`src/rtl/uart_pkg.sv`:
```
// rtl/uart_pkg.sv - shared UART types and framing constants
//
// Purpose: definitions common to the UART receiver and transmitter.
//   uart_rx_state_t : receiver frame-tracking states
//   UART_DATA_BITS  : default number of data bits per frame
//   UART_START_BIT  : line level of the start bit
//   UART_STOP_BIT   : line level of the stop bit (also the idle level)
package uart_pkg;

  localparam int UART_DATA_BITS = 8;

  localparam logic UART_START_BIT = 1'b0;
  localparam logic UART_STOP_BIT  = 1'b1;

  typedef enum logic [2:0] {
    IDLE,
    START,
    DATA,
    STOP,
    BREAK
  } uart_rx_state_t;

endpackage

```
`src/rtl/uart_receiver_if.sv`:
```
// rtl/uart_receiver_if.sv - byte output handshake of the UART receiver
//
// Purpose: valid/ready byte channel from the receiver to its consumer.
// Signals:
//   data  : received byte, stable while valid
//   valid : byte available
//   ready : consumer takes the byte when valid && ready
// Modports:
//   master : byte producer (the receiver)
//   slave  : byte consumer
interface uart_receiver_if #(
  parameter int DATA_BITS = 8
);

  logic [DATA_BITS-1:0] data;
  logic                 valid;
  logic                 ready;

  modport master (
    output data,
    output valid,
    input  ready
  );

  modport slave (
    input  data,
    input  valid,
    output ready
  );

endinterface

```
`src/rtl/uart_sync2.sv`:
```
// rtl/uart_sync2.sv - two-flop synchronizer for an asynchronous input
//
// Purpose: brings an asynchronous level into the CLKIN domain.
// Ports:
//   CLKIN  : system clock, rising edge
//   RESETN : asynchronous active-low reset, both flops load RESET_VALUE
//   d      : asynchronous input
//   q      : synchronized output, two CLKIN edges behind d
module uart_sync2 #(
  parameter logic RESET_VALUE = 1'b1
) (
  input  logic CLKIN,
  input  logic RESETN,
  input  logic d,
  output logic q
);

  logic meta;

  always_ff @(posedge CLKIN or negedge RESETN) begin
    if (!RESETN) begin
      meta <= RESET_VALUE;
      q    <= RESET_VALUE;
    end else begin
      meta <= d;
      q    <= meta;
    end
  end

endmodule

```
`src/rtl/uart_receiver.sv`:
```
// rtl/uart_receiver.sv - 8N1 UART receiver with valid/ready byte output
//
// Purpose: recovers frames (start low, DATA_BITS data LSB first, stop high)
// from the asynchronous rx line and offers each byte on a valid/ready port.
// Bit timing comes from clock_enable, which ticks OVERSAMPLE times per bit.
// Ports:
//   CLKIN         : system clock, rising edge
//   RESETN        : asynchronous active-low reset
//   clock_enable  : sample tick, one CLKIN cycle wide
//   rx            : asynchronous serial input, idle high
//   out_if        : byte output (data / valid / ready), master side
//   framing_error : one-cycle pulse, stop bit sampled low
//   overrun       : one-cycle pulse, byte completed while holding reg full
module uart_receiver
  import uart_pkg::*;
#(
  parameter int DATA_BITS  = UART_DATA_BITS,
  parameter int OVERSAMPLE = 4
) (
  input  logic            CLKIN,
  input  logic            RESETN,
  input  logic            clock_enable,
  input  logic            rx,
  uart_receiver_if.master out_if,
  output logic            framing_error,
  output logic            overrun
);

  localparam int CW = $clog2(OVERSAMPLE + 1);
  localparam int IW = $clog2(DATA_BITS + 1);

  localparam logic [CW-1:0] CNT_HALF = CW'(OVERSAMPLE / 2);
  localparam logic [CW-1:0] CNT_FULL = CW'(OVERSAMPLE);
  localparam logic [CW-1:0] CNT_ONE  = CW'(1);
  localparam logic [IW-1:0] IDX_ONE  = IW'(1);
  localparam logic [IW-1:0] IDX_LAST = IW'(DATA_BITS - 1);

  logic                 rxs;
  uart_rx_state_t       state;
  logic [CW-1:0]        cnt;
  logic [IW-1:0]        idx;
  logic [DATA_BITS-1:0] sh;

  logic in_frame;
  logic sample_now;
  logic deliver;
  logic accept;

  uart_sync2 #(
    .RESET_VALUE (1'b1)
  ) u_sync (
    .CLKIN  (CLKIN),
    .RESETN (RESETN),
    .d      (rx),
    .q      (rxs)
  );

  assign in_frame   = (state == START) || (state == DATA) || (state == STOP);
  // cnt reaching 1 on a tick marks the centre of the current bit.
  assign sample_now = clock_enable && in_frame && (cnt == CNT_ONE);
  assign deliver    = sample_now && (state == STOP) && (rxs == UART_STOP_BIT);
  assign accept     = out_if.valid && out_if.ready;

  always_ff @(posedge CLKIN or negedge RESETN) begin
    if (!RESETN) begin
      state         <= IDLE;
      cnt           <= '0;
      idx           <= '0;
      sh            <= '0;
      out_if.data   <= '0;
      out_if.valid  <= 1'b0;
      framing_error <= 1'b0;
      overrun       <= 1'b0;
    end else begin
      framing_error <= 1'b0;
      overrun       <= 1'b0;

      // Holding register. A byte arriving in the same cycle as a handshake
      // replaces the one being taken, so a consumer with ready tied high
      // never loses bytes on back-to-back frames.
      if (deliver) begin
        if (!out_if.valid || out_if.ready) begin
          out_if.data  <= sh;
          out_if.valid <= 1'b1;
        end else begin
          overrun <= 1'b1;
        end
      end else if (accept) begin
        out_if.valid <= 1'b0;
      end

      if (clock_enable) begin
        case (state)
          IDLE: begin
            if (rxs == UART_START_BIT) begin
              state <= START;
              cnt   <= CNT_HALF;
            end
          end

          START, DATA, STOP: begin
            if (cnt != CNT_ONE) begin
              cnt <= cnt - CNT_ONE;
            end else begin
              cnt <= CNT_FULL;
              case (state)
                START: begin
                  // A high sample at the start-bit centre means the falling
                  // edge was only a glitch.
                  if (rxs == UART_START_BIT) begin
                    state <= DATA;
                    idx   <= '0;
                  end else begin
                    state <= IDLE;
                  end
                end
                DATA: begin
                  sh  <= {rxs, sh[DATA_BITS-1:1]};
                  idx <= idx + IDX_ONE;
                  if (idx == IDX_LAST) begin
                    state <= STOP;
                  end
                end
                default: begin
                  if (rxs == UART_STOP_BIT) begin
                    state <= IDLE;
                  end else begin
                    framing_error <= 1'b1;
                    sh            <= '0;
                    state         <= BREAK;
                  end
                end
              endcase
            end
          end

          // Wait for the line to return high so a held-low line is not
          // taken as a stream of start bits.
          BREAK: begin
            if (rxs == UART_STOP_BIT) begin
              state <= IDLE;
            end
          end

          default: begin
            state <= IDLE;
          end
        endcase
      end
    end
  end

endmodule

```
`src/flat_wrapper.sv`:
```
// flat-port wrapper written by rule: the top's interface ports become plain ports
module uart_receiver_flat import uart_pkg::*;
#(
  parameter int DATA_BITS  = UART_DATA_BITS,
  parameter int OVERSAMPLE = 4
)
  (CLKIN, RESETN, clock_enable, rx, framing_error, overrun, out_if_data, out_if_valid, out_if_ready);
  uart_receiver_if #(.DATA_BITS(DATA_BITS)) out_if_i ();
  input  logic CLKIN;
  input  logic RESETN;
  input  logic clock_enable;
  input  logic rx;
  output logic framing_error;
  output logic overrun;
  output wire logic [$bits(out_if_i.data)-1:0] out_if_data;
  output wire logic [$bits(out_if_i.valid)-1:0] out_if_valid;
  input wire logic [$bits(out_if_i.ready)-1:0] out_if_ready;
  assign out_if_data = out_if_i.data;
  assign out_if_valid = out_if_i.valid;
  assign out_if_i.ready = out_if_ready;
  uart_receiver #(.DATA_BITS(DATA_BITS), .OVERSAMPLE(OVERSAMPLE)) u_core (.CLKIN(CLKIN), .RESETN(RESETN), .clock_enable(clock_enable), .rx(rx), .out_if(out_if_i), .framing_error(framing_error), .overrun(overrun));
endmodule
```
`config.mk`:
```
export PLATFORM = sky130hd
export DESIGN_NAME = uart_receiver_flat
export DESIGN_NICKNAME = d
export VERILOG_FILES = /design/src/rtl/uart_pkg.sv /design/src/rtl/uart_receiver_if.sv /design/src/rtl/uart_sync2.sv /design/src/rtl/uart_receiver.sv /design/src/flat_wrapper.sv
export SDC_FILE = /design/constraint.sdc
export NUM_CORES = 1
export LEC_CHECK = 0
export CAP_MARGIN = 20
export CORE_UTILIZATION = 55
export DETAILED_ROUTE_END_ITERATION = 8
export MAX_ROUTING_LAYER = met4
export PLACE_DENSITY_LB_ADDON = 0.08
export SETUP_SLACK_MARGIN = 0.15
export SLEW_MARGIN = 20
export SYNTH_ARGS = -nofsm -noshare
export SYNTH_HDL_FRONTEND = slang
export SYNTH_SLANG_ARGS = --single-unit
export TNS_END_PERCENT = 1
```
`constraint.sdc`:
```
create_clock -name CLKIN -period 2.1 [get_ports CLKIN]
set_input_delay 0.21 -clock CLKIN [delete_from_list [all_inputs] [get_ports CLKIN]]
set_output_delay 0.21 -clock CLKIN [all_outputs]
set_load 0.05 [all_outputs]
```
==> impl_metrics.toml, run 1 <==
[critical_path]
critical_path_peak_fanout = 8
critPathArrivalTime_ns = 2.06
crit_path_start_kind = "flip-flop"
r2r-start = "u_core.cnt[1]"
timing.reg2reg.worst_path_depth = 6
regToRegEndpoint = "u_core.out_if.data[3]"
required_ns = 2.31
timing_worst_setup_path_type = "flip-flop to flip-flop"
worstSetupEndpointType = "flip-flop"
worst-r2r-setup-slack_ns = 0.25

[global_route]
antenna_found_initial = 0
wire_length_of_the_first_global_routing_pass_um = 4530
gr_util_all_layers = 0.237
first_global_vias = 986
total_congestion_overflow = 0
grt_start_max_net_pins = 32

[layout]
sequential_cell_area_sq_um = 778
multi_input_comb_area_sq_um = 642
post_route_cells_drive_above_1_share = 0.191
area_growth_syn_to_layout_pct = 21.1
nFillCells = 204
final_antenna_diode_count = 0
layout.cells.non_filler = 187
final_net_count = 164

[cts]
cts_inserted_buffers = 5
cts.hold.buffers_added = 0
tritoncts_sink_count = 31
cts-root-to-sink-buffers = 2
cts_root_buf = "sky130_fd_sc_hd__clkbuf_4"
clkTransAtPathRegs_ns = 0.11
clock_tree.htree_level_count = 2
clock_insertion_delay_worst_skew_ns = 0.33
tritoncts_clock_tree = "yes"
post_cts.repair.setup_buffers = 0
post_cts_resize_count = 0

[detailed_routing]
initialDrtViolationCount = 36
detail_route.wl_per_cell_um = 15.0
final_antenna_net_count = 0
wl_um = 2800
drt-vias-per-instance = 5.80
routed-via-count = 1085
drc = 0
drt_pre_antenna_iters = 4

[timing]
worst_slew_pin_slew_ns = 0.520
slew_viol_final = 0
slew_headroom = 0.653
timing.final.crit_share = 0.880
timing_hold_violations_final = 0
setup_tns_ns = 0
worst_case_clock_skew_ns = 0.0157
unrepaired_setup_endpoints_after_global_routing = "no"
final-setup-viol-count = 0
post-route-min-period_ns = 1.85
timing.fmax_mhz = 541

[place]
dpl.hpwl_um = 1950
portBuffers = 15
dp_cells = 179
gp_congestion = 0.790

[die]
number_of_rows_in_the_core_area = 18
die-width_um = 53.8
fp.dieH_um = 53.8
initial_utilization = 0.590
placeable_core_region_sq_um = 2500
boundaryPins = 16
fp.dieArea_sq_um = 2890

[synth]
synth.net_count = 140
ys_seq_elements = 31
yosys_warnings = 0
yosysUniqueCellTypes = 39
sequential_area_share_after_synthesis = 0.528
netlist_instances = 132
syn-mean-instance-area_sq_um = 11.2
synth.cell_area_sq_um = 1470

[outcome]
run_status = "finished, final reports clean"

[power_and_ir_drop]
total_leakage_power_nw = 0.839
vdd.ir_drop.worst_uv = 1070
power.density_cell_area_nw_per_um2 = 1350

[hold_path]
hold_path.class = "input pin to async pin"

[run]
max_cap_check_violation_count = 0
cell usage after synthesis:
cell	instances	area share
sky130_fd_sc_hd__and3b_1	1	0.0059
sky130_fd_sc_hd__clkbuf_1	5	0.013
sky130_fd_sc_hd__nand2b_1	6	0.025
sky130_fd_sc_hd__o22ai_1	2	0.0085
sky130_fd_sc_hd__a211o_1	1	0.0059
sky130_fd_sc_hd__o2bb2ai_1	1	0.0059
sky130_fd_sc_hd__o32ai_1	1	0.0059
sky130_fd_sc_hd__o22a_1	2	0.012
sky130_fd_sc_hd__o21ai_0	2	0.0068
sky130_fd_sc_hd__or4_1	1	0.0051
sky130_fd_sc_hd__inv_1	8	0.020
sky130_fd_sc_hd__a32o_1	1	0.0068
sky130_fd_sc_hd__o311ai_0	4	0.024
sky130_fd_sc_hd__a31o_2	1	0.0059
sky130_fd_sc_hd__nor3_1	3	0.010
sky130_fd_sc_hd__a21oi_1	1	0.0034
sky130_fd_sc_hd__dfstp_2	2	0.036
sky130_fd_sc_hd__ha_1	3	0.025
sky130_fd_sc_hd__nor4b_4	1	0.016
sky130_fd_sc_hd__a22oi_1	1	0.0051
sky130_fd_sc_hd__nand3_1	4	0.014
sky130_fd_sc_hd__clkbuf_2	1	0.0034
sky130_fd_sc_hd__nor3b_1	2	0.010
sky130_fd_sc_hd__a2bb2oi_1	1	0.0059
sky130_fd_sc_hd__o41ai_1	1	0.0059
sky130_fd_sc_hd__a21o_1	3	0.015
sky130_fd_sc_hd__a22o_1	1	0.0059
sky130_fd_sc_hd__mux2_2	9	0.069
sky130_fd_sc_hd__dfrtp_1	29	0.49
sky130_fd_sc_hd__mux2i_1	4	0.027
sky130_fd_sc_hd__nor2_1	6	0.015
sky130_fd_sc_hd__nor4_1	3	0.013
sky130_fd_sc_hd__nand4_1	3	0.013
sky130_fd_sc_hd__nand3b_1	2	0.010
sky130_fd_sc_hd__a32oi_1	1	0.0059
sky130_fd_sc_hd__o211ai_1	1	0.0051
sky130_fd_sc_hd__nand2_1	10	0.025
sky130_fd_sc_hd__nor2b_1	3	0.013
sky130_fd_sc_hd__or2_2	1	0.0042
per-layer routing:
metal / vias up / GRT usage / share of wire
met3: 5 / 0.0847 / 0.036
met4: 0 / 0.0921 / 0.013
li1: 531 / - / -
met1: 529 / 0.300 / 0.51
met2: 20 / 0.344 / 0.44
met5: - / - / 0
kinds of logic after synthesis:
kind of cell | count (synthesis) | synth area share
muxes | 13 | 0.0959
DFF | 31 | 0.528
and+or+nand+nor | 46 | 0.180
buffers and inverters | 14 | 0.0365
AOI/OAI and AO/OA | 25 | 0.134
adders and majority gates | 3 | 0.0255
cells in the final DEF (no fill, tap or decap), types with 3 or more instances in the layout:
cell type	n
sky130_fd_sc_hd__nand2b_1	6
sky130_fd_sc_hd__mux2i_1	4
sky130_fd_sc_hd__nand2_1	10
sky130_fd_sc_hd__o311ai_0	4
sky130_fd_sc_hd__nor2_1	6
sky130_fd_sc_hd__nor3_1	3
sky130_fd_sc_hd__nor4_1	3
sky130_fd_sc_hd__dfrtp_1	29
sky130_fd_sc_hd__nand3_1	4
sky130_fd_sc_hd__nand4_1	3
sky130_fd_sc_hd__clkdlybuf4s50_1	15
sky130_fd_sc_hd__nor2b_1	3
sky130_fd_sc_hd__buf_4	8
sky130_fd_sc_hd__a21o_1	3
sky130_fd_sc_hd__inv_1	8
sky130_fd_sc_hd__mux2_2	9
sky130_fd_sc_hd__ha_1	3
sky130_fd_sc_hd__clkbuf_4	5
registers in the layout, indices dropped and copies added, names as in the netlist:
register	flops
u_core.u_sync.meta	1
u_core.sh	8
u_core.out_if.data	8
u_core.framing_error	1
u_core.idx	4
u_core.overrun	1
u_core.cnt	3
u_core.out_if.valid	1
u_core.u_sync.q	1
u_core.state	3
critical path, cell delays in order (launching register included):
cell and delay [ns]:
sky130_fd_sc_hd__dfrtp_1 0.40, sky130_fd_sc_hd__inv_1 0.09, sky130_fd_sc_hd__ha_1 0.26, sky130_fd_sc_hd__nand3b_1 0.17, sky130_fd_sc_hd__nor4b_4 0.27, sky130_fd_sc_hd__buf_4 0.21, sky130_fd_sc_hd__mux2_2 0.35
per-stage QoR:
stage | instance area [sq um] | utilization | hold slack (ns) | power (mW) | setup WS (ns)
2_1_floorplan | 1470 | - | -0.0856 | 1.64 | 0.360
5_1_grt | 1780 | 0.714 | 0.263 | 2.58 | 0.166
4_1_cts | 1780 | 0.714 | 0.251 | 2.43 | 0.242
6_report | 1780 | 0.714 | 0.256 | 2.42 | 0.252
3_3_place_gp | 1700 | 0.679 | 0.347 | 1.90 | 0.318
3_5_place_dp | 1700 | 0.679 | 0.350 | 1.94 | 0.266
power by group:
group / total, mW / internal, mW / switching [mW]
clock: 0.486 / 0.281 / 0.204
sequential: 0.973 / 0.808 / 0.165
combinational: 0.959 / 0.400 / 0.559
worst max path at each step:
stage / from / end / slack (ns) / depth (start not counted)
after floorplan: u_core.cnt[1] / u_core.out_if.data[0] / 0.36 / 5
after global placement: clock_enable / u_core.out_if.data[3] / 0.32 / 5
after detailed placement: u_core.cnt[1] / u_core.out_if.data[6] / 0.27 / 6
after CTS: u_core.cnt[1] / u_core.out_if.data[3] / 0.24 / 6
after global routing: u_core.cnt[1] / u_core.out_if.data[3] / 0.17 / 6
final: u_core.cnt[1] / u_core.out_if.data[3] / 0.25 / 6
area by class of cell:
type,count,share of cell area
multi-input cells,87,0.360
well taps,30,0.0210
flip-flops and latches,31,0.436
repair buffers,23,0.118
inverters,8,0.0168
clock inverters,2,0.0196
clock buffers,6,0.0288
Power figures use the tool's default switching activity.
==> run 2: changes to the inputs <==
- ABC_AREA: unset -> 1
- CTS_CLUSTER_DIAMETER: unset -> 120
==> impl_metrics.toml, run 2 <==
[layout]
post_route_cells_drive_above_1_share = 0.157
final_core_util = 0.680
nFillCells = 214
final_net_count = 204
area_growth_syn_to_layout_pct = 15.2
most-common-layout-cells = "sky130_fd_sc_hd__nand2_1 (72), sky130_fd_sc_hd__dfrtp_1 (29), sky130_fd_sc_hd__clkdlybuf4s50_1 (15)"
layout_commonest_cell = "sky130_fd_sc_hd__nand2_1"
reg.largest.list = "u_core.out_if.data (8), u_core.sh (8), u_core.idx (4)"
final_antenna_diode_count = 0

[synth]
most_common_cell_in_the_netlist = "sky130_fd_sc_hd__nand2_1"
syn-mean-instance-area_sq_um = 8.50
synth_enable_flop_cells = 0
yosys_warnings = 0
synth_top_area_frac = 0.488
sequential_area_share_after_synthesis = 0.523
netlist_instances = 175
async_flop_share = 1.00
ys_seq_elements = 31
synth-main-ff-cell = "sky130_fd_sc_hd__dfrtp_1"
post_synth_most_frequent_cells = "sky130_fd_sc_hd__nand2_1 (72), sky130_fd_sc_hd__dfrtp_1 (29), sky130_fd_sc_hd__inv_1 (13)"
ys_top_cells_by_area = "sky130_fd_sc_hd__dfrtp_1 (49%), sky130_fd_sc_hd__nand2_1 (18%), sky130_fd_sc_hd__o21ai_2 (4.1%)"
synth.net_count = 183
yosysUniqueCellTypes = 24
synth.cell_area_sq_um = 1490
synth_top_area_cell = "sky130_fd_sc_hd__dfrtp_1"

[detailed_routing]
final_antenna_net_count = 0
detail_route.wl_per_cell_um = 11.6
drc = 0
wl_um = 2630
initialDrtViolationCount = 25
drt_pre_antenna_iters = 4
drt-vias-per-instance = 5.04
routed-via-count = 1143

[timing]
timing.final.crit_share = 0.812
setup_tns_ns = 0
slew_viol_final = 0
final-setup-viol-count = 0
worst_case_clock_skew_ns = 0.00418
slew_headroom = 0.667
timing.fmax_mhz = 586
timing_hold_violations_final = 0
post-route-min-period_ns = 1.71
worst_slew_pin_slew_ns = 0.497
unrepaired_setup_endpoints_after_global_routing = "no"

[cts]
cts.hold.buffers_added = 0
cts_inserted_buffers = 5
clock_tree.htree_level_count = 2
post_cts_resize_count = 0
clock_insertion_delay_worst_skew_ns = 0.32
tritoncts_clock_tree = "yes"
post_cts.repair.setup_buffers = 0
clkTransAtPathRegs_ns = 0.10
tritoncts_sink_count = 31
cts-root-to-sink-buffers = 2
cts_root_buf = "sky130_fd_sc_hd__clkbuf_4"

[power_and_ir_drop]
vdd.ir_drop.worst_uv = 646
total_leakage_power_nw = 0.842
design_power_total_mw = 1.50
power.density_cell_area_nw_per_um2 = 876

[critical_path]
timing.reg2reg.worst_path_depth = 8
crit_path_cell_trace = "clkdlybuf4s50_1"
critPathArrivalTime_ns = 1.50
timing_worst_setup_path_type = "flip-flop to output pin"
timing.critical_path.depth = 1
required_ns = 1.89
worstSetupEndpointType = "output pin"
crit_path_start_kind = "flip-flop"
critical_path_peak_fanout = 2
cpPeakStageDelay_ns = 0.81
crit_path_top_delay_cell = "sky130_fd_sc_hd__clkdlybuf4s50_1"
worstPathBufferInverterCount = 1
crit_family = "buffers and inverters"

[place]
dpl.hpwl_um = 1930
portBuffers = 15
gp_congestion = 0.819

[global_route]
first_global_vias = 1084
wire_length_of_the_first_global_routing_pass_um = 4460
grt_start_max_net_pins = 32
antenna_found_initial = 0
total_congestion_overflow = 0
gr_util_all_layers = 0.227

[die]
number_of_rows_in_the_core_area = 18
fp.dieArea_sq_um = 2920
fp.dieH_um = 54.0
die-width_um = 54.0
placeable_core_region_sq_um = 2520
boundaryPins = 16
initial_utilization = 0.590

[run]
max_cap_check_violation_count = 0

[outcome]
run_status = "finished, final reports clean"

[hold_path]
hold_path.class = "input pin to async pin"
run 2: cell count changes after synthesis, moves of 4 or more:
cell	before	now
sky130_fd_sc_hd__inv_1	8	13
sky130_fd_sc_hd__nor2_2	0	5
sky130_fd_sc_hd__nand2_1	10	72
sky130_fd_sc_hd__nand2b_1	6	0
sky130_fd_sc_hd__mux2_2	9	0
sky130_fd_sc_hd__clkbuf_1	5	0
sky130_fd_sc_hd__mux2i_1	4	0
sky130_fd_sc_hd__o21ai_2	0	7
sky130_fd_sc_hd__o311ai_0	4	0
run 2: cell families (layout without fill, tap and decap cells):
| family | count (synthesis) | count (layout) | share of synthesized area |
|---|---|---|---|
| AOI/OAI and AO/OA | 18 | 18 | 0.0807 |
| xor gates and xnor gates | 1 | 1 | 0.00589 |
| adders and majority gates | 3 | 3 | 0.0252 |
| buffers and inverters | 18 | 40 | 0.0589 |
| DFF | 31 | 31 | 0.523 |
| and+or+nand+nor | 104 | 104 | 0.306 |
run 2: layer usage:
layer	wire length, um	part of all wire	track usage
met5	0	0	-
met4	16	0.0061	0.111
met3	118	0.045	0.0650
met2	1290	0.49	0.366
met1	1200	0.46	0.256
run 2: final timing paths:
kind	from	endpoint	slack, ns
hold reg to reg	u_core.u_sync.meta	u_core.u_sync.q	0.36
max in group asynchronous	RESETN	u_core.u_sync.meta	1.52
setup reg to reg	u_core.state[2]	u_core.idx[0]	0.54
setup / recovery	u_core.out_if.data[4]	out_if_data[4]	0.39
min in group CLKIN	rx	u_core.u_sync.meta	0.29
hold / removal	RESETN	u_core.state[1]	0.27
run 2: through the flow:
stage               hold WS, ns  setup slack, ns  area, sq um  instances
finish                    0.265            0.395         1710        227
detailed placement        0.352            0.456         1660        219
global route              0.273            0.335         1710        227
CTS                       0.268            0.378         1710        227
floorplan               -0.0856            0.775         1490        175
global placement          0.347            0.491         1660        219
run 2: power breakdown:
part,internal [mW],switching [mW]
registers,0.662,0.0743
clock network,0.130,0.199
logic,0.156,0.280
run 2: area by class of cell:
| type | count | area, sq um | share of cell area |
|---|---|---|---|
| repair buffers | 17 | 165 | 0.0964 |
| clock buffers | 7 | 45.0 | 0.0263 |
| inverters | 15 | 61.3 | 0.0358 |
| clock inverters | 1 | 5.00 | 0.00292 |
| multi-input cells | 126 | 622 | 0.363 |
| flip-flops and latches | 31 | 778 | 0.454 |
| well taps | 30 | 37.5 | 0.0219 |
